`config.mk`:
```
export PLATFORM = sky130hd
export DESIGN_NAME = imem_port_arbiter
export DESIGN_NICKNAME = d
export VERILOG_FILES = /design/src/rtl/imem_port_arbiter.sv
export SDC_FILE = /design/constraint.sdc
export NUM_CORES = 1
export LEC_CHECK = 0
export BUFFER_PORTS_ARGS = -buffer_cell sky130_fd_sc_hd__buf_2
export CELL_PAD_IN_SITES_DETAIL_PLACEMENT = 1
export CELL_PAD_IN_SITES_GLOBAL_PLACEMENT = 1
export CORE_MARGIN = 1
export CORE_UTILIZATION = 28
export CTS_CLUSTER_SIZE = 40
export DETAILED_ROUTE_END_ITERATION = 16
export GPL_TIMING_DRIVEN = 0
export HOLD_SLACK_MARGIN = 0.12
export PLACE_DENSITY_LB_ADDON = 0.12
export SYNTH_ARGS = -nofsm -noshare
export SYNTH_HDL_FRONTEND = slang
export SYNTH_SLANG_ARGS = --single-unit
```
`constraint.sdc`:
```
create_clock -name clk -period 3 [get_ports clk]
set_input_delay 0.6 -clock clk [delete_from_list [all_inputs] [get_ports clk]]
set_output_delay 0.6 -clock clk [all_outputs]
set_load 0.02 [all_outputs]
```
`src/rtl/imem_port_arbiter.sv`:
```
// Instruction-memory port arbiter: fetch (F) vs loader (L), boot lockout, bounded L starvation; IMEM_WRITE_LOCK_EN locks RUN writes.
// Latency: grant is combinational, read data/rvalid one cycle after the grant, writes land at the grant edge.
// Backpressure: a denied requester holds its request; in RUN, L is forced through after STARVE_MAX denied cycles.
module imem_port_arbiter #(
    parameter int DEPTH_LOG2    = 10,
    parameter int STARVE_MAX    = 4,
    parameter int BOOT_ON_RESET = 1
) (
    input  logic                  clk,
    input  logic                  rst,
    input  logic                  f_req,
    input  logic [31:0]           f_addr,
    output logic                  f_gnt,
    output logic                  f_rvalid,
    output logic [31:0]           f_rdata,
    input  logic                  l_req,
    input  logic                  l_we,
    input  logic [31:0]           l_addr,
    input  logic [31:0]           l_wdata,
    output logic                  l_gnt,
    output logic                  l_rvalid,
    output logic [31:0]           l_rdata,
    input  logic                  boot_done,
    output logic                  mem_en,
    output logic                  mem_we,
    output logic [DEPTH_LOG2-1:0] mem_addr,
    output logic [31:0]           mem_wdata,
    input  logic [31:0]           mem_rdata,
    output logic                  boot_mode,
    output logic                  wr_err
);

    localparam int SW = (STARVE_MAX < 1) ? 1 : $clog2(STARVE_MAX + 1);
    localparam logic [SW-1:0] STARVE_LIM = SW'(STARVE_MAX);

    typedef enum logic {
        ST_BOOT = 1'b0,
        ST_RUN  = 1'b1
    } state_t;

    typedef enum logic [1:0] {
        OWN_NONE = 2'd0,
        OWN_F    = 2'd1,
        OWN_L    = 2'd2
    } owner_t;

    localparam state_t RST_STATE = (BOOT_ON_RESET != 0) ? ST_BOOT : ST_RUN;

    state_t          state_q, state_d;
    owner_t          owner_q, owner_d;
    logic [SW-1:0]   starve_q, starve_d;
    logic [31:0]     f_rdata_q, l_rdata_q;
    logic            lock_hit;
    logic            unused_addr;

    assign unused_addr = ^{f_addr[31:DEPTH_LOG2+2], f_addr[1:0],
                           l_addr[31:DEPTH_LOG2+2], l_addr[1:0]};

    // Grant decision; reset forces every grant low so memory sees no access.
    always_comb begin
        f_gnt = 1'b0;
        l_gnt = 1'b0;
        if (!rst) begin
            if (state_q == ST_BOOT) begin
                l_gnt = l_req;
            end else begin
                l_gnt = l_req & (~f_req | (starve_q == STARVE_LIM));
                f_gnt = f_req & ~l_gnt;
            end
        end
    end

`ifdef IMEM_WRITE_LOCK_EN
    logic wr_err_q, wr_err_d;

    assign lock_hit = l_gnt & l_we & (state_q == ST_RUN);
    assign wr_err_d = wr_err_q | lock_hit;
    assign wr_err   = wr_err_q;

    always_ff @(posedge clk or posedge rst) begin
        if (rst) begin
            wr_err_q <= 1'b0;
        end else begin
            wr_err_q <= wr_err_d;
        end
    end
`else
    assign lock_hit = 1'b0;
    assign wr_err   = 1'b0;
`endif

    always_comb begin
        mem_en    = (f_gnt | l_gnt) & ~lock_hit;
        mem_we    = l_gnt & l_we & ~lock_hit;
        mem_wdata = l_wdata;
        mem_addr  = '0;
        if (l_gnt) begin
            mem_addr = l_addr[DEPTH_LOG2+1:2];
        end else if (f_gnt) begin
            mem_addr = f_addr[DEPTH_LOG2+1:2];
        end
    end

    // Read return: owner's port passes memory data through, the other holds.
    always_comb begin
        f_rvalid  = (owner_q == OWN_F);
        l_rvalid  = (owner_q == OWN_L);
        f_rdata   = f_rvalid ? mem_rdata : f_rdata_q;
        l_rdata   = l_rvalid ? mem_rdata : l_rdata_q;
        boot_mode = (state_q == ST_BOOT);
    end

    always_comb begin
        state_d  = state_q;
        owner_d  = OWN_NONE;
        starve_d = '0;
        if (state_q == ST_BOOT && boot_done) begin
            state_d = ST_RUN;
        end
        if (f_gnt) begin
            owner_d = OWN_F;
        end else if (l_gnt && !l_we) begin
            owner_d = OWN_L;
        end
        if (l_req && !l_gnt) begin
            starve_d = (starve_q == STARVE_LIM) ? starve_q : starve_q + 1'b1;
        end
    end

    always_ff @(posedge clk or posedge rst) begin
        if (rst) begin
            state_q   <= RST_STATE;
            owner_q   <= OWN_NONE;
            starve_q  <= '0;
            f_rdata_q <= '0;
            l_rdata_q <= '0;
        end else begin
            state_q   <= state_d;
            owner_q   <= owner_d;
            starve_q  <= starve_d;
            f_rdata_q <= f_rdata;
            l_rdata_q <= l_rdata;
        end
    end

endmodule

```
==> flow_metrics.env, run 1 <==
export IMPL_fmax_ghz=0.364
export IMPL_nets=531
export IMPL_cts_root_buffer="clkbuf_8"
export IMPL_synth_top_family_by_area="multiplexers"
export IMPL_ir_drop_uv=295
export IMPL_final_cells=536
export IMPL_cts_resized=0
export IMPL_ctsHtreeMaxLevel=3
export IMPL_port_buffers=170
export IMPL_cp_top_family="compound AO/OA/AOI/OAI gates"
export IMPL_crit_buf_inv=3
export IMPL_gp_congestion=0.696
export IMPL_diodes=0
export IMPL_yosysTopAreaCell="dfrtp_1"
export IMPL_antenna_found_initial=0
export IMPL_io_pin_count=248
export IMPL_yosys_area_share_adder_pct=0.820
export IMPL_fin_crit_ns=2.75
export IMPL_start_kind="flop"
export IMPL_syn_avg_cell_area_sq_um=14.3
export IMPL_whs_ns=0.300
export IMPL_yosys_warnings=0
export IMPL_wl_um=7910
export IMPL_wl_met3_um=641
export IMPL_drc_errors=0
export IMPL_cp_arrival_ns=2.15
export IMPL_drive_above_1_share_pct=75.0
export IMPL_dr_wl_met2_um=4090
export IMPL_cts_buffers=9
export IMPL_crit_cells=7
export IMPL_syn_area_sq_um=3050
export IMPL_grt_overflow=0
export IMPL_rows=37
export IMPL_setup_viol=0
export IMPL_cts_hold_buf=0
export IMPL_post_dp_hpwl_um=6240
export IMPL_synthTopCellsByArea="dfrtp_1 (57%), mux2_2 (24%), buf_4 (8.4%), a22o_1 (1.7%), a22o_2 (1.3%)"
export IMPL_holdCritPathClass="in2async"
export IMPL_cts_tree="yes"
export IMPL_die_w_um=106
export IMPL_routed_via_density=4.24
export IMPL_dr_first_iter_drc_count=22
export IMPL_fin_tns_setup_ns=0
export IMPL_highest_layer="met4"
export IMPL_most_common_layout_cells="buf_2 (177), dfrtp_1 (70), mux2_2 (64), buf_4 (34), clkbuf_8 (10)"
export IMPL_grt_max_degree=40
export IMPL_post_synth_num_cell_types=26
export IMPL_r2r_cells=6
export IMPL_die_height_um=106
export IMPL_synth_cells=213
export IMPL_finalHoldViolations=0
export IMPL_vias=2273
export IMPL_track_usage_pct=14.7
export IMPL_final_common_cell="buf_2"
export IMPL_fin_util_pct=41.5
export IMPL_ys_ff_latch=70
export IMPL_muxShareOfSynthArea_pct=24.0
export IMPL_synth_compound_area_share_pct=4.51
export IMPL_synth_top_area_share_pct=57.4
export IMPL_synth_xor_area_share_pct=0.287
export IMPL_yosysSeqAreaShare_pct=57.4
export IMPL_dieArea_sq_um=11300
export IMPL_wl_met1_um=3070
export IMPL_cts_setup_buffers=0
export IMPL_core_area_sq_um=10500
export IMPL_crit_chain="inv_1 -> ha_1 -> nand2_2 -> a311oi_4 -> buf_6 -> a22o_2 -> buf_2"
export IMPL_skew_ns=0.00589
export IMPL_worstPathRequired_ns=2.40
export IMPL_synthSimpleGateAreaFrac_pct=2.13
export IMPL_clock_latency_ns=0.34
export IMPL_numPlacedInstances=520
export IMPL_grt_pass1_wl_um=12700
export IMPL_path_clk_slew_ns=0.07
export IMPL_area_growth_pct=42.3
export IMPL_crit_path_top_delay_cell="a311oi_4"
export IMPL_cp_max_fo=10
export IMPL_slowest_delay_ns=0.51
export IMPL_crit_type="reg2out"
export IMPL_routed_wire_length_per_instance_um=14.8
export IMPL_rsz0062_at_grt="no"
export IMPL_end_kind="primary output"
export IMPL_clk_path_buf_depth=2
export IMPL_drv_slew=0
export IMPL_grt_pass1_vias=2602
export IMPL_power_leakage_nw=2.25
export IMPL_drv_cap=0
export IMPL_final_antenna_net_count=0
export IMPL_cts_sinks=70
export IMPL_final_period_utilization_pct=91.7
export IMPL_syn_nets=349
export IMPL_power_density_nw_per_um2=699
export IMPL_first_pass_iters=3
export IMPL_start_util_pct=29.2
export IMPL_outcome="complete, no violations"
through the flow:
step	setup WS [ns]	area (sq um)	total power, mW
final	0.250	4340	3.04
after global routing	0.0826	4340	3.22
after CTS	0.191	4340	3.10
after detailed placement	0.579	4090	2.15
after global placement	-0.459	4070	2.12
after floorplan	0.632	3050	1.82
where the power goes:
part           total (mW)  switching, mW  internal, mW
sequential           1.18         0.0481          1.13
combinational       0.926          0.547         0.379
clock               0.929          0.352         0.577
cell usage after synthesis:
| cell type | n |
|---|---|
| a311oi_1 | 1 |
| nand2b_1 | 1 |
| conb_1 | 1 |
| and2b_1 | 1 |
| mux2i_1 | 1 |
| a311oi_4 | 1 |
| nor3_1 | 3 |
| clkbuf_1 | 1 |
| o21ai_0 | 1 |
| nand2_2 | 1 |
| nand2_1 | 1 |
| xnor2_1 | 1 |
| a21oi_1 | 1 |
| buf_6 | 1 |
| nand3b_1 | 1 |
| ha_1 | 2 |
| mux2_2 | 64 |
| a22o_2 | 4 |
| or2_2 | 1 |
| dfrtp_1 | 70 |
| and2_1 | 1 |
| buf_4 | 34 |
| a22o_1 | 6 |
| buf_2 | 7 |
| nor2b_1 | 1 |
| inv_1 | 6 |
worst register-to-register path, stage by stage (launching register included):
cell      delay, ns
dfrtp_1        0.41
inv_1          0.07
ha_1           0.20
nand2_2        0.12
a311oi_4       0.51
buf_6          0.21
and2b_1        0.15
layer usage:
layer | GRT usage, % | vias up
li1 | - | 1056
met1 | 16.4 | 1084
met2 | 26.2 | 123
met3 | 3.86 | 10
met4 | 6.25 | 0
met5 | 0 | -
flip-flops by register name, summed over array words and instances (netlist names):
name,count
f_rdata_q,32
starve_q,3
l_rdata_q,32
state_q,1
owner_q,2
path summary, 6_finish.rpt:
path | end | slack [ns] | startpoint
worst min register to register | f_rdata_q[24] | 0.49 | f_rdata_q[24]
max in group asynchronous | f_rdata_q[24] | 2.15 | rst
worst min-delay path | state_q | 0.30 | rst
worst max register to register | owner_q[1] | 1.27 | starve_q[0]
worst max-delay path | mem_addr[8] | 0.25 | starve_q[0]
min in group clk | state_q | 0.45 | boot_done
area by class of cell:
class	count	area, sq um
sequential	70	1750
fill	1208	6120
tap	136	170
multi-input combinational	94	971
buffer	43	305
clock inverter	5	106
clock buffer	11	141
inverter	6	25.0
timing repair buffer	171	871
logic make-up (layout without fill, tap and decap cells):
kind of cell               Yosys count  count (layout)
DFF                                 70              70
muxes                               65              65
buffers and inverters               49             236
AOI/OAI and AO/OA                   14              14
and+or+nand+nor                     11              11
adders and majority gates            2               2
other                                1               1
xor gates and xnor gates             1               1
No activity file was read; power rests on OpenSTA's default activity.
==> inputs of run 2 (changes only) <==
--- a/config.mk
+++ b/config.mk
@@ -12,9 +12,11 @@
 export CORE_UTILIZATION = 28
 export CTS_CLUSTER_SIZE = 40
 export DETAILED_ROUTE_END_ITERATION = 16
+export GPL_ROUTABILITY_DRIVEN = 0
 export GPL_TIMING_DRIVEN = 0
 export HOLD_SLACK_MARGIN = 0.12
 export PLACE_DENSITY_LB_ADDON = 0.12
+export SETUP_SLACK_MARGIN = 0.4
 export SYNTH_ARGS = -nofsm -noshare
 export SYNTH_HDL_FRONTEND = slang
 export SYNTH_SLANG_ARGS = --single-unit
==> run 2 against run 1 <==
Final cell count increased by 0.93%. Critical endpoint is now mem_we. Sequential cell count unchanged. Non-clock buffer count is 5 higher. Sequential power about the same. Largest power group unchanged.
==> flow_metrics.env, run 2 (synthesis results as in run 1) <==
export IMPL_end_kind="primary output"
export IMPL_slowest_delay_ns=0.39
export IMPL_fin_util_pct=42.5
export IMPL_cp_max_fo=5
export IMPL_fmax_ghz=0.399
export IMPL_cp_top_family="buffers and inverters"
export IMPL_ir_drop_uv=295
export IMPL_antenna_found_initial=0
export IMPL_critPathLaunch="starve_q[1]"
export IMPL_skew_ns=0.0106
export IMPL_crit_buf_inv=3
export IMPL_crit_path_top_delay_cell="a311oi_4"
export IMPL_first_pass_iters=3
export IMPL_start_util_pct=29.2
export IMPL_die_w_um=106
export IMPL_holdCritPathClass="in2async"
export IMPL_crit_type="reg2out"
export IMPL_area_growth_pct=45.9
export IMPL_drv_slew=0
export IMPL_grt_overflow=0
export IMPL_rsz0062_at_grt="no"
export IMPL_fin_tns_setup_ns=0
export IMPL_ctsHtreeMaxLevel=3
export IMPL_routed_wire_length_per_instance_um=14.9
export IMPL_wl_um=8050
export IMPL_grt_pass1_vias=2617
export IMPL_setup_viol=0
export IMPL_drive_above_1_share_pct=76.3
export IMPL_nets=536
export IMPL_diodes=0
export IMPL_r2r_cells=6
export IMPL_regToRegStartpoint="starve_q[1]"
export IMPL_cts_root_buffer="clkbuf_8"
export IMPL_die_height_um=106
export IMPL_io_pin_count=248
export IMPL_track_usage_pct=14.8
export IMPL_cts_sinks=70
export IMPL_finalHoldViolations=0
export IMPL_crit_end="mem_we"
export IMPL_rows=37
export IMPL_final_period_utilization_pct=83.6
export IMPL_power_density_nw_per_um2=689
export IMPL_post_dp_hpwl_um=6240
export IMPL_timing_rr_end="owner_q[1]"
export IMPL_clock_latency_ns=0.34
export IMPL_drc_errors=0
export IMPL_grt_pass1_wl_um=12800
export IMPL_fin_crit_ns=2.51
export IMPL_port_buffers=170
export IMPL_dr_first_iter_drc_count=24
export IMPL_crit_chain="inv_1 -> ha_4 -> nand2_4 -> a311oi_4 -> buf_6 -> and2_1 -> buf_2"
export IMPL_vias=2300
export IMPL_dieArea_sq_um=11300
export IMPL_path_clk_slew_ns=0.07
export IMPL_crit_cells=7
export IMPL_cp_arrival_ns=1.91
export IMPL_reg_top3="f_rdata_q x32, l_rdata_q x32, starve_q x3"
export IMPL_worstPathRequired_ns=2.40
export IMPL_final_common_cell="buf_2"
export IMPL_reg2reg_slack_ns=1.45
export IMPL_core_area_sq_um=10500
export IMPL_final_antenna_net_count=0
export IMPL_drv_cap=0
export IMPL_power_leakage_nw=2.30
export IMPL_start_kind="flop"
export IMPL_routed_via_density=4.25
export IMPL_outcome="complete, no violations"
export IMPL_clk_path_buf_depth=2
export IMPL_cts_buffers=9
export IMPL_grt_max_degree=40
export IMPL_most_common_layout_cells="buf_2 (164), dfrtp_1 (70), mux2_2 (64), buf_4 (42), clkbuf_8 (10)"
export IMPL_cts_tree="yes"
==> run 2: worst min path at each step <==
stage	cells after the start	to	startpoint	slack (ns)
finish	2	state_q	rst	0.30
global route	2	state_q	rst	0.32
CTS	2	state_q	rst	0.30
detailed placement	1	f_rdata_q[24]	f_rdata_q[24]	0.48
global placement	1	f_rdata_q[26]	f_rdata_q[26]	0.48
floorplan	1	state_q	state_q	0.54
==> run 2: where the power goes <==
| group | switching [mW] | total [mW] | internal [mW] |
|---|---|---|---|
| Clock | 0.356 | 0.933 | 0.577 |
| Sequential | 0.0484 | 1.18 | 1.13 |
| Combinational | 0.555 | 0.952 | 0.397 |
| Total | 0.959 | 3.07 | 2.11 |
==> run 2: routing by layer <==
layer	global-route usage, %	up-vias	wire [um]
met1	16.4	1099	3090
li1	-	1069	-
met5	0	-	0
met4	6.25	0	133
met2	26.6	122	4150
met3	3.86	10	680
==> run 2: cell type report <==
cell class	instances	area (sq um)
fill	1199	6010
multi-input combinational	94	995
buffer	43	322
tap	136	170
sequential	70	1750
timing repair buffer	176	941
clock inverter	5	106
clock buffer	11	141
inverter	6	25.0
==> run 2: timing repair <==
action                                 in CTS  in global routing
pin swaps                                   1                  3
setup endpoints to repair                  41                 65
gates cloned                                1                  0
hold buffers                                0                  0
buffers inserted                            1                  3
endpoints found under the hold margin       0                  0
resized for setup                           2                 23
==> run 2: worst reg2reg max path, stage by stage (launching register included) <==
cell and delay, ns:
dfrtp_1 0.38, inv_1 0.11, ha_4 0.17, nand2_4 0.07, a311oi_4 0.39, buf_2 0.22
and2b_1 0.15
==> run 2: through the flow <==
| stage | setup WS [ns] | hold slack [ns] | power (mW) | std cells | area [sq um] |
|---|---|---|---|---|---|
| floorplan | 0.632 | 0.541 | 1.82 | 213 | 3050 |
| global placement | -0.459 | 0.475 | 2.12 | 519 | 4070 |
| detailed placement | 0.579 | 0.480 | 2.15 | 520 | 4090 |
| CTS | 0.378 | 0.299 | 3.10 | 538 | 4360 |
| global route | 0.374 | 0.322 | 3.24 | 541 | 4450 |
| finish | 0.491 | 0.304 | 3.07 | 541 | 4450 |
==> inputs of run 3 (changes only) <==
--- a/config.mk
+++ b/config.mk
@@ -9,7 +9,7 @@
 export CELL_PAD_IN_SITES_DETAIL_PLACEMENT = 1
 export CELL_PAD_IN_SITES_GLOBAL_PLACEMENT = 1
 export CORE_MARGIN = 1
-export CORE_UTILIZATION = 28
+export CORE_UTILIZATION = 25
 export CTS_CLUSTER_SIZE = 40
 export DETAILED_ROUTE_END_ITERATION = 16
 export GPL_ROUTABILITY_DRIVEN = 0
==> constraint.sdc (replaced) <==
create_clock -name clk -period 2.12 [get_ports clk]
set_input_delay 0.424 -clock clk [delete_from_list [all_inputs] [get_ports clk]]
set_output_delay 0.424 -clock clk [all_outputs]
set_load 0.02 [all_outputs]
==> run 3 against run 2 <==
The flow now finishes with violations (setup timing). Largest cell class is now non-clock buffers. Clock skew fell by 0.0059 ns. Sequential power up 43%. Largest power group is now combinational cells. Final cell count is 9.6% higher. Sequential share of layout area fell by 9.9 points. Highest routed layer unchanged.
==> flow_metrics.env, run 3 (synthesis results as in run 1) <==
export IMPL_worst_path_most_repeated_cell="buf_6"
export IMPL_rsz0062_at_grt="yes"
export IMPL_fin_tns_setup_ns=-2.41
export IMPL_crit_cells=7
export IMPL_whs_ns=0.256
export IMPL_ir_drop_uv=554
export IMPL_fmax_ghz=0.448
export IMPL_worst_pin_slew_ns=0.722
export IMPL_routed_wire_length_per_instance_um=15.7
export IMPL_track_usage_pct=14.6
export IMPL_max_slew_margin_pct=51.8
export IMPL_cts_sinks=70
export IMPL_cts_tree="yes"
export IMPL_clock_latency_ns=0.34
export IMPL_die_w_um=112
export IMPL_end_kind="primary output"
export IMPL_violations="setup timing"
export IMPL_port_buffers=170
export IMPL_crit_path_top_delay_cell="dfrtp_1"
export IMPL_drv_slew=0
export IMPL_start_kind="flop"
export IMPL_routed_via_density=4.28
export IMPL_first_pass_iters=3
export IMPL_skew_ns=0.00469
export IMPL_area_growth_pct=95.2
export IMPL_worstPathRequired_ns=1.70
export IMPL_dpl_cell_area_sq_um=4120
export IMPL_core_area_sq_um=11700
export IMPL_rows=39
export IMPL_n_fill_cell=1193
export IMPL_final_antenna_net_count=0
export IMPL_power_density_nw_per_um2=917
export IMPL_numPlacedInstances=527
export IMPL_cp_max_fo=8
export IMPL_holdCritPathClass="in2async"
export IMPL_die_height_um=112
export IMPL_crit_chain="inv_2 -> ha_4 -> nand2_4 -> a311oi_4 -> buf_6 -> and2_4 -> buf_6"
export IMPL_final_common_cell="buf_6"
export IMPL_ctsHtreeMaxLevel=3
export IMPL_post_dp_hpwl_um=6080
export IMPL_power_leakage_nw=3.07
export IMPL_slowest_delay_ns=0.40
export IMPL_cp_top_family="flip-flops"
export IMPL_fin_ws_ns=-0.110
export IMPL_grt_overflow=0
export IMPL_outcome="finished, violations left"
export IMPL_final_cells=593
export IMPL_dr_first_iter_drc_count=32
export IMPL_drive_above_1_share_pct=80.0
export IMPL_cts_root_buffer="clkbuf_16"
export IMPL_most_common_layout_cells="buf_6 (93), buf_2 (92), dfrtp_1 (70), mux2_4 (60), buf_4 (58)"
export IMPL_r2r_cells=7
export IMPL_final_area_sq_um=5950
export IMPL_drv_cap=0
export IMPL_cts_hold_buf=0
export IMPL_multi_input_area_sq_um=1260
export IMPL_antenna_found_initial=0
export IMPL_final_period_utilization_pct=105
export IMPL_grt_pass1_vias=2702
export IMPL_grt_pass1_wl_um=14000
export IMPL_diodes=0
export IMPL_finalHoldViolations=0
export IMPL_setup_viol=61
export IMPL_cp_arrival_ns=1.81
export IMPL_clk_path_buf_depth=2
export IMPL_fin_crit_ns=2.23
export IMPL_fin_util_pct=51.0
export IMPL_nets=582
export IMPL_reg_top3="f_rdata_q x32, l_rdata_q x32, starve_q x3"
export IMPL_cts_buffers=9
export IMPL_wl_um=9330
export IMPL_dieArea_sq_um=12600
export IMPL_drc_errors=0
export IMPL_vias=2538
export IMPL_io_pin_count=248
export IMPL_crit_buf_inv=3
export IMPL_register_area_sq_um=1750
export IMPL_start_util_pct=26.2
export IMPL_path_clk_slew_ns=0.05
export IMPL_crit_type="reg2out"
export IMPL_grt_max_degree=40
==> run 3: final timing paths <==
kind,start,to,slack [ns]
worst min-delay path,rst,state_q,0.26
worst max register to register,starve_q[1],owner_q[1],0.59
worst min register to register,f_rdata_q[23],f_rdata_q[23],0.50
max in group asynchronous,rst,l_rdata_q[10],1.23
min in group clk,boot_done,state_q,0.28
worst max-delay path,starve_q[1],mem_we,-0.11
==> run 3: metal layers <==
| layer | track usage (%) | part of all wire (%) | vias to the layer above |
|---|---|---|---|
| met1 | 17.0 | 41 | 1260 |
| met2 | 24.5 | 51 | 97 |
| li1 | - | - | 1170 |
| met3 | 5.02 | 6.5 | 11 |
| met5 | 0 | 0 | - |
| met4 | 6.13 | 1.6 | 0 |
==> run 3: area by class of cell <==
type                    instances  area share [%]
repair buffers                222            33.6
flip-flops and latches         70            29.4
multi-input cells              94            21.2
plain buffers                  43            6.83
clock buffers                  11            4.25
well taps                     143            3.01
clock inverters                 4            1.18
inverters                       6           0.483
==> run 3: power breakdown <==
group,internal [mW],switching [mW]
Combinational,1.22,0.928
Sequential,1.61,0.0814
Clock,1.08,0.541
==> run 3: repair_timing <==
action / 4_1_cts / 5_1_grt
pin swaps: 4 / 5
gates resized for setup: 194 / 78
setup buffers: 27 / 18
gates cloned: 6 / 0
setup endpoints to repair: 79 / 79
==> run 3: per-stage QoR <==
| step | power [mW] | setup WS (ns) |
|---|---|---|
| 4_1_cts | 5.26 | -0.141 |
| 2_1_floorplan | 2.58 | 0.277 |
| 3_5_place_dp | 3.04 | 0.0105 |
| 5_1_grt | 5.71 | -0.191 |
| 3_3_place_gp | 3.01 | 0.00955 |
| 6_report | 5.46 | -0.110 |
